File: src/rtl/vec_alu_pkg.sv
// Shared opcode encodings, FSM state type and opcode legality check
// for the vec_alu_pipe slice.
package vec_alu_pkg;

  localparam logic [3:0] OP_OR   = 4'b0000;
  localparam logic [3:0] OP_ADD  = 4'b0001;
  localparam logic [3:0] OP_SUB  = 4'b0010;
  localparam logic [3:0] OP_XORS = 4'b0101;
  localparam logic [3:0] OP_SHL  = 4'b0110;
  localparam logic [3:0] OP_SHR  = 4'b0111;
  localparam logic [3:0] OP_ROL  = 4'b1000;
  localparam logic [3:0] OP_ROR  = 4'b1001;
  localparam logic [3:0] OP_ADDS = 4'b1010;
  localparam logic [3:0] OP_SUBS = 4'b1011;
  localparam logic [3:0] OP_OFFS = 4'b1111;

  typedef enum logic [1:0] {
    IDLE  = 2'd0,
    RUN   = 2'd1,
    DRAIN = 2'd2
  } state_t;

  function automatic logic op_legal(input logic [3:0] op);
    case (op)
      OP_OR, OP_ADD, OP_SUB, OP_XORS, OP_SHL, OP_SHR,
      OP_ROL, OP_ROR, OP_ADDS, OP_SUBS, OP_OFFS: return 1'b1;
      default:                                   return 1'b0;
    endcase
  endfunction

endpackage

File: src/rtl/vec_alu_pipe_alu_lane.sv
// Combinational single-lane ALU: vector-vector and vector-scalar ops on one
// DATA_W-bit element; unknown opcodes produce zero.
module alu_lane
  import vec_alu_pkg::*;
#(
  parameter int DATA_W = 8
) (
  input  logic [3:0]        op,
  input  logic [DATA_W-1:0] a,
  input  logic [DATA_W-1:0] b,
  input  logic [DATA_W-1:0] s,
  output logic [DATA_W-1:0] y
);

  localparam logic [DATA_W:0] W_V = (DATA_W + 1)'(DATA_W);

  logic                  shift_big;
  logic [DATA_W-1:0]     rot;
  logic [2*DATA_W-1:0]   dbl_l;
  logic [2*DATA_W-1:0]   dbl_r;

  // Rotates shift a doubled copy so the wrapped bits come along for free;
  // rot == 0 naturally returns a unchanged.
  always_comb begin
    shift_big = ({1'b0, s} >= W_V);
    rot       = DATA_W'({1'b0, s} % W_V);
    dbl_l     = {a, a} << rot;
    dbl_r     = {a, a} >> rot;
  end

  always_comb begin
    y = '0;
    case (op)
      OP_OR:   y = a | b;
      OP_ADD:  y = a + b;
      OP_SUB:  y = a - b;
      OP_XORS: y = a ^ s;
      OP_SHL:  y = shift_big ? '0 : (a << s);
      OP_SHR:  y = shift_big ? '0 : (a >> s);
      OP_ROL:  y = dbl_l[2*DATA_W-1:DATA_W];
      OP_ROR:  y = dbl_r[DATA_W-1:0];
      OP_ADDS: y = a + s;
      OP_SUBS: y = a - s;
      OP_OFFS: y = a + s;
      default: y = '0;
    endcase
  end

endmodule

File: src/rtl/vec_alu_pipe.sv
// Multi-beat vector ALU: latches a command, streams LANES-wide operand beats
// through per-lane ALUs into a registered, back-pressurable result stage.
module vec_alu_pipe
  import vec_alu_pkg::*;
#(
  parameter int DATA_W   = 8,
  parameter int LANES    = 4,
  parameter int MAXBEATS = 16
) (
  input  logic                              clk,
  input  logic                              rst_n,
  input  logic                              start,
  input  logic [3:0]                        opcode,
  input  logic [DATA_W-1:0]                 scalar,
  input  logic [$clog2(MAXBEATS+1)-1:0]     nbeats,
  output logic                              busy,
  output logic                              err,
  input  logic                              in_valid,
  output logic                              in_ready,
  input  logic [LANES*DATA_W-1:0]           val_a,
  input  logic [LANES*DATA_W-1:0]           val_b,
  output logic                              out_valid,
  input  logic                              out_ready,
  output logic [LANES*DATA_W-1:0]           resultado,
  output logic                              out_last,
  output logic                              done
);

  localparam int              NB_W = $clog2(MAXBEATS + 1);
  localparam logic [NB_W-1:0] MAXB = NB_W'(MAXBEATS);

  state_t                   state, state_n;
  logic [3:0]               op_q;
  logic [DATA_W-1:0]        s_q;
  logic [NB_W-1:0]          nb_q;
  logic [NB_W-1:0]          cnt;
  logic                     done_zero;
  logic [LANES*DATA_W-1:0]  alu_y;

  logic cmd_ok;
  logic start_ok;
  logic run_go;
  logic in_fire;
  logic last_in;
  logic last_out;

  always_comb begin
    cmd_ok   = op_legal(opcode) && (nbeats <= MAXB);
    start_ok = (state == IDLE) && start && cmd_ok;
    run_go   = start_ok && (nbeats != '0);
    in_ready = (state == RUN) && (!out_valid || out_ready);
    in_fire  = in_valid && in_ready;
    last_in  = (cnt == nb_q - NB_W'(1));
    last_out = out_valid && out_ready && out_last;
    busy     = (state != IDLE);
    done     = last_out || done_zero;
  end

  always_comb begin
    state_n = state;
    case (state)
      IDLE:    if (run_go)             state_n = RUN;
      RUN:     if (in_fire && last_in) state_n = DRAIN;
      DRAIN:   if (last_out)           state_n = IDLE;
      default:                         state_n = IDLE;
    endcase
  end

  always_ff @(posedge clk or negedge rst_n) begin
    if (!rst_n) begin
      state     <= IDLE;
      op_q      <= '0;
      s_q       <= '0;
      nb_q      <= '0;
      cnt       <= '0;
      err       <= 1'b0;
      done_zero <= 1'b0;
    end else begin
      state     <= state_n;
      err       <= (state == IDLE) && start && !cmd_ok;
      done_zero <= start_ok && (nbeats == '0);
      if (run_go) begin
        op_q <= opcode;
        s_q  <= scalar;
        nb_q <= nbeats;
        cnt  <= '0;
      end else if (in_fire) begin
        cnt <= cnt + NB_W'(1);
      end
    end
  end

  // A new beat may load while the previous one is handshaken in the same
  // cycle; otherwise the output register holds until out_ready.
  always_ff @(posedge clk or negedge rst_n) begin
    if (!rst_n) begin
      resultado <= '0;
      out_valid <= 1'b0;
      out_last  <= 1'b0;
    end else if (in_fire) begin
      resultado <= alu_y;
      out_valid <= 1'b1;
      out_last  <= last_in;
    end else if (out_ready) begin
      out_valid <= 1'b0;
      out_last  <= 1'b0;
    end
  end

  for (genvar i = 0; i < LANES; i++) begin : g_lane
    alu_lane #(
      .DATA_W(DATA_W)
    ) u_lane (
      .op(op_q),
      .a (val_a[i*DATA_W +: DATA_W]),
      .b (val_b[i*DATA_W +: DATA_W]),
      .s (s_q),
      .y (alu_y[i*DATA_W +: DATA_W])
    );
  end

endmodule

File: config.mk
export PLATFORM = sky130hd
export DESIGN_NAME = vec_alu_pipe
export DESIGN_NICKNAME = d
export VERILOG_FILES = /design/src/rtl/vec_alu_pkg.sv /design/src/rtl/vec_alu_pipe_alu_lane.sv /design/src/rtl/vec_alu_pipe.sv
export SDC_FILE = /design/constraint.sdc
export NUM_CORES = 1
export LEC_CHECK = 0
export ABC_AREA = 1
export BUFFER_PORTS_ARGS = -buffer_cell sky130_fd_sc_hd__buf_2
export CORE_MARGIN = 5
export CORE_UTILIZATION = 50
export DETAILED_ROUTE_END_ITERATION = 8
export GPL_TIMING_DRIVEN = 0
export HOLD_SLACK_MARGIN = 0.05
export PLACE_DENSITY_LB_ADDON = 0.1
export SKIP_LAST_GASP = 1
export SLEW_MARGIN = 20
export SYNTH_ARGS = -nofsm -noshare
export SYNTH_HDL_FRONTEND = slang
export SYNTH_HIERARCHICAL = 1
export SYNTH_SLANG_ARGS = --single-unit
File: constraint.sdc
create_clock -name clk -period 6.04 [get_ports clk]
set_input_delay 0.604 -clock clk [delete_from_list [all_inputs] [get_ports clk]]
set_output_delay 0.604 -clock clk [all_outputs]
set_load 0.05 [all_outputs]
==> impl_metrics.ini, run 1 <==
[outcome]
status = finished, final reports clean

[setup_path]
arrival_ns = 4.43
endpoint_kind = register
crit_family = flip-flops
crit_slowest_cell = dfrtp_1
start_kind = register
crit_chain = inv_2, buf_1, ha_1, nand2_1, o2111ai_1, o21ai_0, fa_1, o21ai_0, nand2_1, nand2_1, a21oi_1, or2_2, nand3_1, nand3_1, nand2_1, nand2_1
path_class = register to register
cpMostUsedCell = nand2_1
cp_num_buf_inv = 2
slowest_delay_ns = 1.11
path_max_fanout = 23
cp_data_required_time_ns = 6.26

[global_route]
grt_overflow = 0
track_usage_pct = 31.08
grt_pass1_vias = 12140
grt_pass1_wl_um = 61530
grt_max_degree = 53
grt_antenna_before_repair = 3

[clocking]
path_clk_slew_ns = 0.06
clk_latency_ns = 0.34
post_cts_resize_count = 0
cts_made_buffers = 9
cts.sinks = 60
cts_hold_buf = 0
cts_tree = built
clockBufferDepth = 2
post_cts_buffers = 0
ctsHtreeMaxLevel = 3
cts-root-buf = clkbuf_16

[pwr]
ir_drop_uv = 273.0
power.total_mw = 6.835
leakagePower_nw = 6.288
pwr-share-comb_pct = 77.3
power_frac_clock_pct = 8.1
power_density_mw_per_mm2 = 573.3
p_seq_share_pct = 14.6
p_int_mw = 2.582
swShare_pct = 62.22
switchingPower_mw = 4.253

[yosys]
synth_edf_count = 0
synth_area_mm2 = 0.01062
synthTopCellsByArea = nand2_1 20%, dfrtp_1 14%, o21ai_0 9.0%
synth-seq-cells = 60
synth_top_area_share_pct = 19.72
syn_nets = 2021
synth-main-ff-cell = dfrtp_1
ys_warn_count = 6
yosysSeqAreaShare_pct = 14.14
synthArstFlopShare_pct = 100.0
ys_top_cells_by_count = 558 x nand2_1, 241 x inv_1, 191 x o21ai_0, 179 x nor2_1
yosysMostFrequentCell = nand2_1
syn_avg_cell_area_um2 = 5.623
synth.distinct_cells = 63
netlist_instances = 1889
synth_top_area_cell = nand2_1

[floorplanning]
num_rows = 53
die_h_um = 155.8
fp.dieW_um = 155.8
die_area_mm2 = 0.02426
io_pins = 124
core_mm2 = 0.02096
initial_utilization_pct = 50.69

[routing]
vias = 13210
viasPerCell = 5.738
drcViolationCount = 0
wl_per_cell_um = 16.84
wl_met2_um = 17400
initialDrtViolationCount = 1218
top_layer = met5
wl_met1_um = 16120
wl_um = 38790
firstDrtPassIters = 6
ant_nets = 0
wl_met3_um = 3365

[timing]
fin_ws_ns = 1.829
slew-limit-headroom_pct = 22.60
slew_violations = 0
fin_crit_sh_pct = 69.72
fmax_mhz = 237.5
setup_viol = 0
min_period_ns = 4.211
fin_setup_tns_ns = 0
hold_violations = 0
rsz0062_at_grt = false
fin_skew_ns = 0.01231
tightest_slew_ns = 1.161

[layout]
nets = 2155
fillCellCount = 2246
layout-drive-gt1-share_pct = 15.09
fin_util_pct = 56.90
syn_to_final_growth_pct = 12.25
diodes = 0
stdcell_count = 2303

[placement]
port_buffers = 122
routabilityCongestion = 0.9952
hpwl_um = 30850
pre_cts_slack_ns = 2.019
dpl.cell_count = 2287

[flow_run]
maxCapViolCount = 0

[hold_path]
hold_path_class = primary input to async pin
stage by stage:
step | instance area, µm² | hold slack, ns
after floorplan | 10620 | 0.3084
after global placement | 11580 | 0.4571
after detailed placement | 11610 | 0.4595
after CTS | 11920 | 0.1109
after global routing | 11920 | 0.1180
final | 11920 | 0.1082
layout by cell type (no fill, tap or decap), types with 10 or more instances in the layout:
master	netlist	routed
nor2_4	11	11
nand2_2	20	20
nor3_1	17	17
or2_2	16	16
a31oi_1	13	13
inv_1	241	241
nand2_1	558	558
clkbuf_1	12	12
dfrtp_1	60	60
nand4_1	41	41
o211ai_1	28	28
buf_6	10	10
o21ai_0	191	191
nor2_2	18	18
o21ai_1	17	17
ha_1	42	42
inv_2	29	29
o2111ai_1	15	15
buf_2	25	146
a21oi_1	117	117
xor2_1	11	11
nor2_1	179	179
nand3_1	117	117
layer usage:
metal  GRT usage (%)  up-vias
met4           13.67        6
met1           41.26     5927
met2           50.04      618
met5               0        -
li1                -     6521
met3           4.993      142
flip-flops by register name, indices dropped and copies added (netlist names):
signal,cells
s_q,8
op_q,4
err,1
done_zero,1
out_last,1
resultado,32
state,2
nb_q,5
cnt,5
out_valid,1
area by class of cell:
cell class	instances	area, µm²	share of cell area, %
multi-input combinational	1503	7774	65.20
clock inverter	7	91.34	0.7661
clock buffer	9	225.2	1.889
inverter	275	1037	8.700
sequential	60	1501	12.59
tap	275	344.1	2.886
timing repair buffer	123	640.6	5.373
buffer	51	309.0	2.592
worst paths after layout:
check	from	to	slack [ns]	depth (start not counted)
setup / recovery	s_q[1]	resultado[14]	1.83	16
hold / removal	rst_n	resultado[23]	0.11	1
setup reg to reg	s_q[1]	resultado[14]	1.83	16
hold reg to reg	resultado[16]	resultado[16]	0.47	2
max in group asynchronous	rst_n	op_q[0]	5.43	2
min in group clk	resultado[16]	resultado[16]	0.47	2
power by group through the flow:
stage                     Clock [mW]  Combinational, mW  Sequential (mW)
after floorplan                    0               3.55             1.18
after CTS                      0.563               5.18            0.985
after global placement             0               5.12            0.985
after detailed placement           0               5.15            0.990
after global routing           0.579               5.85             1.02
final                          0.557               5.28            0.998
kinds of logic (layout without fill, tap and decap cells):
| group | after synthesis | count (layout) | synth area share [%] |
|---|---|---|---|
| XOR/XNOR | 19 | 19 | 1.567 |
| adder cells (fa/ha/maj) | 46 | 46 | 5.701 |
| buffers and inverters | 326 | 465 | 12.68 |
| flip-flops | 60 | 60 | 14.14 |
| AND/OR/NAND/NOR | 1003 | 1003 | 41.98 |
| AO/OA/AOI/OAI | 433 | 433 | 23.75 |
| multiplexers | 2 | 2 | 0.1885 |
Power figures use the tool's default switching activity.
==> run 2: changes to the inputs <==
--- a/config.mk
+++ b/config.mk
@@ -5,7 +5,7 @@
 export SDC_FILE = /design/constraint.sdc
 export NUM_CORES = 1
 export LEC_CHECK = 0
-export ABC_AREA = 1
+export ABC_AREA = 0
 export BUFFER_PORTS_ARGS = -buffer_cell sky130_fd_sc_hd__buf_2
 export CORE_MARGIN = 5
 export CORE_UTILIZATION = 50
==> constraint.sdc (replaced) <==
create_clock -name clk -period 3.8 [get_ports clk]
set_input_delay 0.38 -clock clk [delete_from_list [all_inputs] [get_ports clk]]
set_output_delay 0.38 -clock clk [all_outputs]
set_load 0.05 [all_outputs]
==> run 2 against run 1 <==
Sequential power increased by 45%. Setup slack got worse by 1.7 ns. Area after synthesis decreased by 1.5%. Fmax increased by 15%. Critical path type unchanged.
==> impl_metrics.ini, run 2 <==
[outcome]
status = finished, final reports clean

[setup_path]
path_max_fanout = 10
crit_slowest_cell = or4_2
cp_data_required_time_ns = 4.08
arrival_ns = 3.94
path_class = register to register
slowest_delay_ns = 0.62
endpoint_kind = register
setup.worst_path.start = op_q[0]
rr_startpoint = op_q[0]
start_kind = register
crit_chain = clkbuf_4, clkbuf_4, xnor2_1, and3_1, a222oi_1, o21ai_1, ha_1, nand3_1, a21oi_2, o41ai_4, or4_2, o221a_2, nand3_1, nand2_1, nand2_1

[layout]
layout-drive-gt1-share_pct = 23.44
syn_to_final_growth_pct = 15.97
regMostFlops = resultado
fin_util_pct = 58.24
largest_reg_flops = 32
design_area_mm2 = 0.01213
diodes = 0
final_common_cell = nand2_1
mostFrequentLayoutCells = 202 x nand2_1, 145 x buf_2, 96 x o21ai_0
biggestRegsByFlops = resultado: 32 flops, s_q: 8 flops
nets = 1663

[timing]
rsz0062_at_grt = true
slew-limit-headroom_pct = 24.61
fin_skew_ns = 0.01319
fmax_mhz = 273.0
slew_violations = 0
fin_setup_tns_ns = 0
tightest_slew_ns = 1.131
fin_crit_sh_pct = 96.38
setup_viol = 0
timing.hold.ws_ns = 0.2410
hold_violations = 0
min_period_ns = 3.662

[yosys]
synth-main-ff-cell = dfrtp_1
synthMuxAreaShare_pct = 12.14
yosys.area_share.simple_pct = 29.79
synth_top_area_cell = dfrtp_1
syn_nets = 1503
synthAdderAreaFrac_pct = 5.791
synthTopCellsByArea = dfrtp_1 14%, nand2_1 7.3%, mux2i_1 5.1%
synth_compound_area_share_pct = 27.67
synthArstFlopShare_pct = 100.0
yosysMostFrequentCell = nand2_1
synth_top_area_share_pct = 14.36
netlist_instances = 1371
synth-xor-area-share_pct = 3.589
syn_avg_cell_area_um2 = 7.628
synth.distinct_cells = 121
synth-seq-cells = 60
synth_area_mm2 = 0.01046
synth_edf_count = 0
ys_top_cells_by_count = 202 x nand2_1, 99 x o21ai_0, 93 x nor2_1, 60 x dfrtp_1, 57 x a21oi_1
yosysSeqAreaShare_pct = 14.36
synth_top_family_by_area = simple AND/OR/NAND/NOR gates
ys_warn_count = 6

[global_route]
grt_overflow = 0
track_usage_pct = 29.63
grt_pass1_wl_um = 58040
grt_max_degree = 53
grt_pass1_vias = 10730
grt_antenna_before_repair = 0

[pwr]
ir_drop_uv = 436.9
leakagePower_nw = 5.194
power_density_mw_per_mm2 = 917.0
power.total_mw = 11.12

[placement]
place_area_mm2 = 0.01146
routabilityCongestion = 1.006
hpwl_um = 27800
port_buffers = 120

[floorplanning]
initial_utilization_pct = 50.22
die_area_mm2 = 0.02391
core_mm2 = 0.02082
num_rows = 53
die_h_um = 154.6
fp.dieW_um = 154.6
io_pins = 124

[hold_path]
hold_path_class = primary input to register
min_from = nbeats[4]

[routing]
drcViolationCount = 0
viasPerCell = 6.488
firstDrtPassIters = 6
wl_per_cell_um = 20.47
vias = 11750
ant_nets = 0
wl_um = 37070
initialDrtViolationCount = 1248

[clocking]
path_clk_slew_ns = 0.06
clockBufferDepth = 2
clk_latency_ns = 0.34
cts_made_buffers = 9
cts.sinks = 60
cts_tree = built
ctsHtreeMaxLevel = 3
cts-root-buf = clkbuf_16

[flow_run]
maxCapViolCount = 0
[run 2: cell type report]
cell class | count | area [µm²]
fillers | 1985 | 8695
multi-input cells | 1171 | 8338
flip-flops and latches | 60 | 1511
repair buffers | 155 | 895.9
plain buffers | 86 | 528.0
well taps | 275 | 344.1
clock buffers | 11 | 242.7
inverters | 48 | 192.7
clock inverters | 5 | 75.07
[run 2: where the power goes]
part,internal (mW),total (mW),switching [mW]
logic,3.52,8.78,5.25
registers,0.929,1.45,0.517
clock network,0.589,0.900,0.311
total,5.04,11.1,6.08
[run 2: kinds of logic (layout without fill, tap and decap cells)]
kind of cell | after synthesis | count (layout)
simple gates | 579 | 579
flops | 60 | 60
mux | 104 | 104
fa+ha+maj | 46 | 46
compound gates | 404 | 404
buf+inv | 140 | 305
xor+xnor | 38 | 38
[run 2: final timing paths]
kind | endpoint | slack, ns | cells past startpoint
setup / recovery | resultado[23] | 0.14 | 15
hold / removal | done_zero | 0.24 | 2
setup reg to reg | resultado[23] | 0.14 | 15
hold reg to reg | resultado[0] | 0.47 | 2
max in group asynchronous | op_q[3] | 2.85 | 3
min in group asynchronous | resultado[4] | 0.41 | 2
[run 2: through the flow]
step,std cells,worst slack (ns)
floorplan,1371,0.2200
global placement,1766,-0.8979
detailed placement,1767,-0.7721
CTS,1784,-0.1368
global route,1811,-0.07539
finish,1811,0.1376
[run 2: repair_timing]
| action | 4_1_cts | 5_1_grt |
|---|---|---|
| endpoints found under the setup margin | 12 | 10 |
| hold buffers | 1 | 0 |
| pin swaps | 2 | 6 |
| cloned | 0 | 0 |
| resized for setup | 17 | 34 |
| setup buffers | 2 | 31 |
| endpoints found under the hold margin | 8 | 0 |
[run 2: worst max-delay path, delay by kind of cell, from the launching register on]
family | cells | cell delay (ns)
compound gates | 5 | 1.11
xor+xnor | 1 | 0.16
fa+ha+maj | 1 | 0.30
buf+inv | 2 | 0.39
flops | 1 | 0.46
simple gates | 6 | 1.18
[run 2: per-layer routing]
layer	routed length, µm	global-route usage [%]
met1	15900	41.90
met2	17150	47.80
met3	3072	3.609
met4	961	8.200
met5	0	0
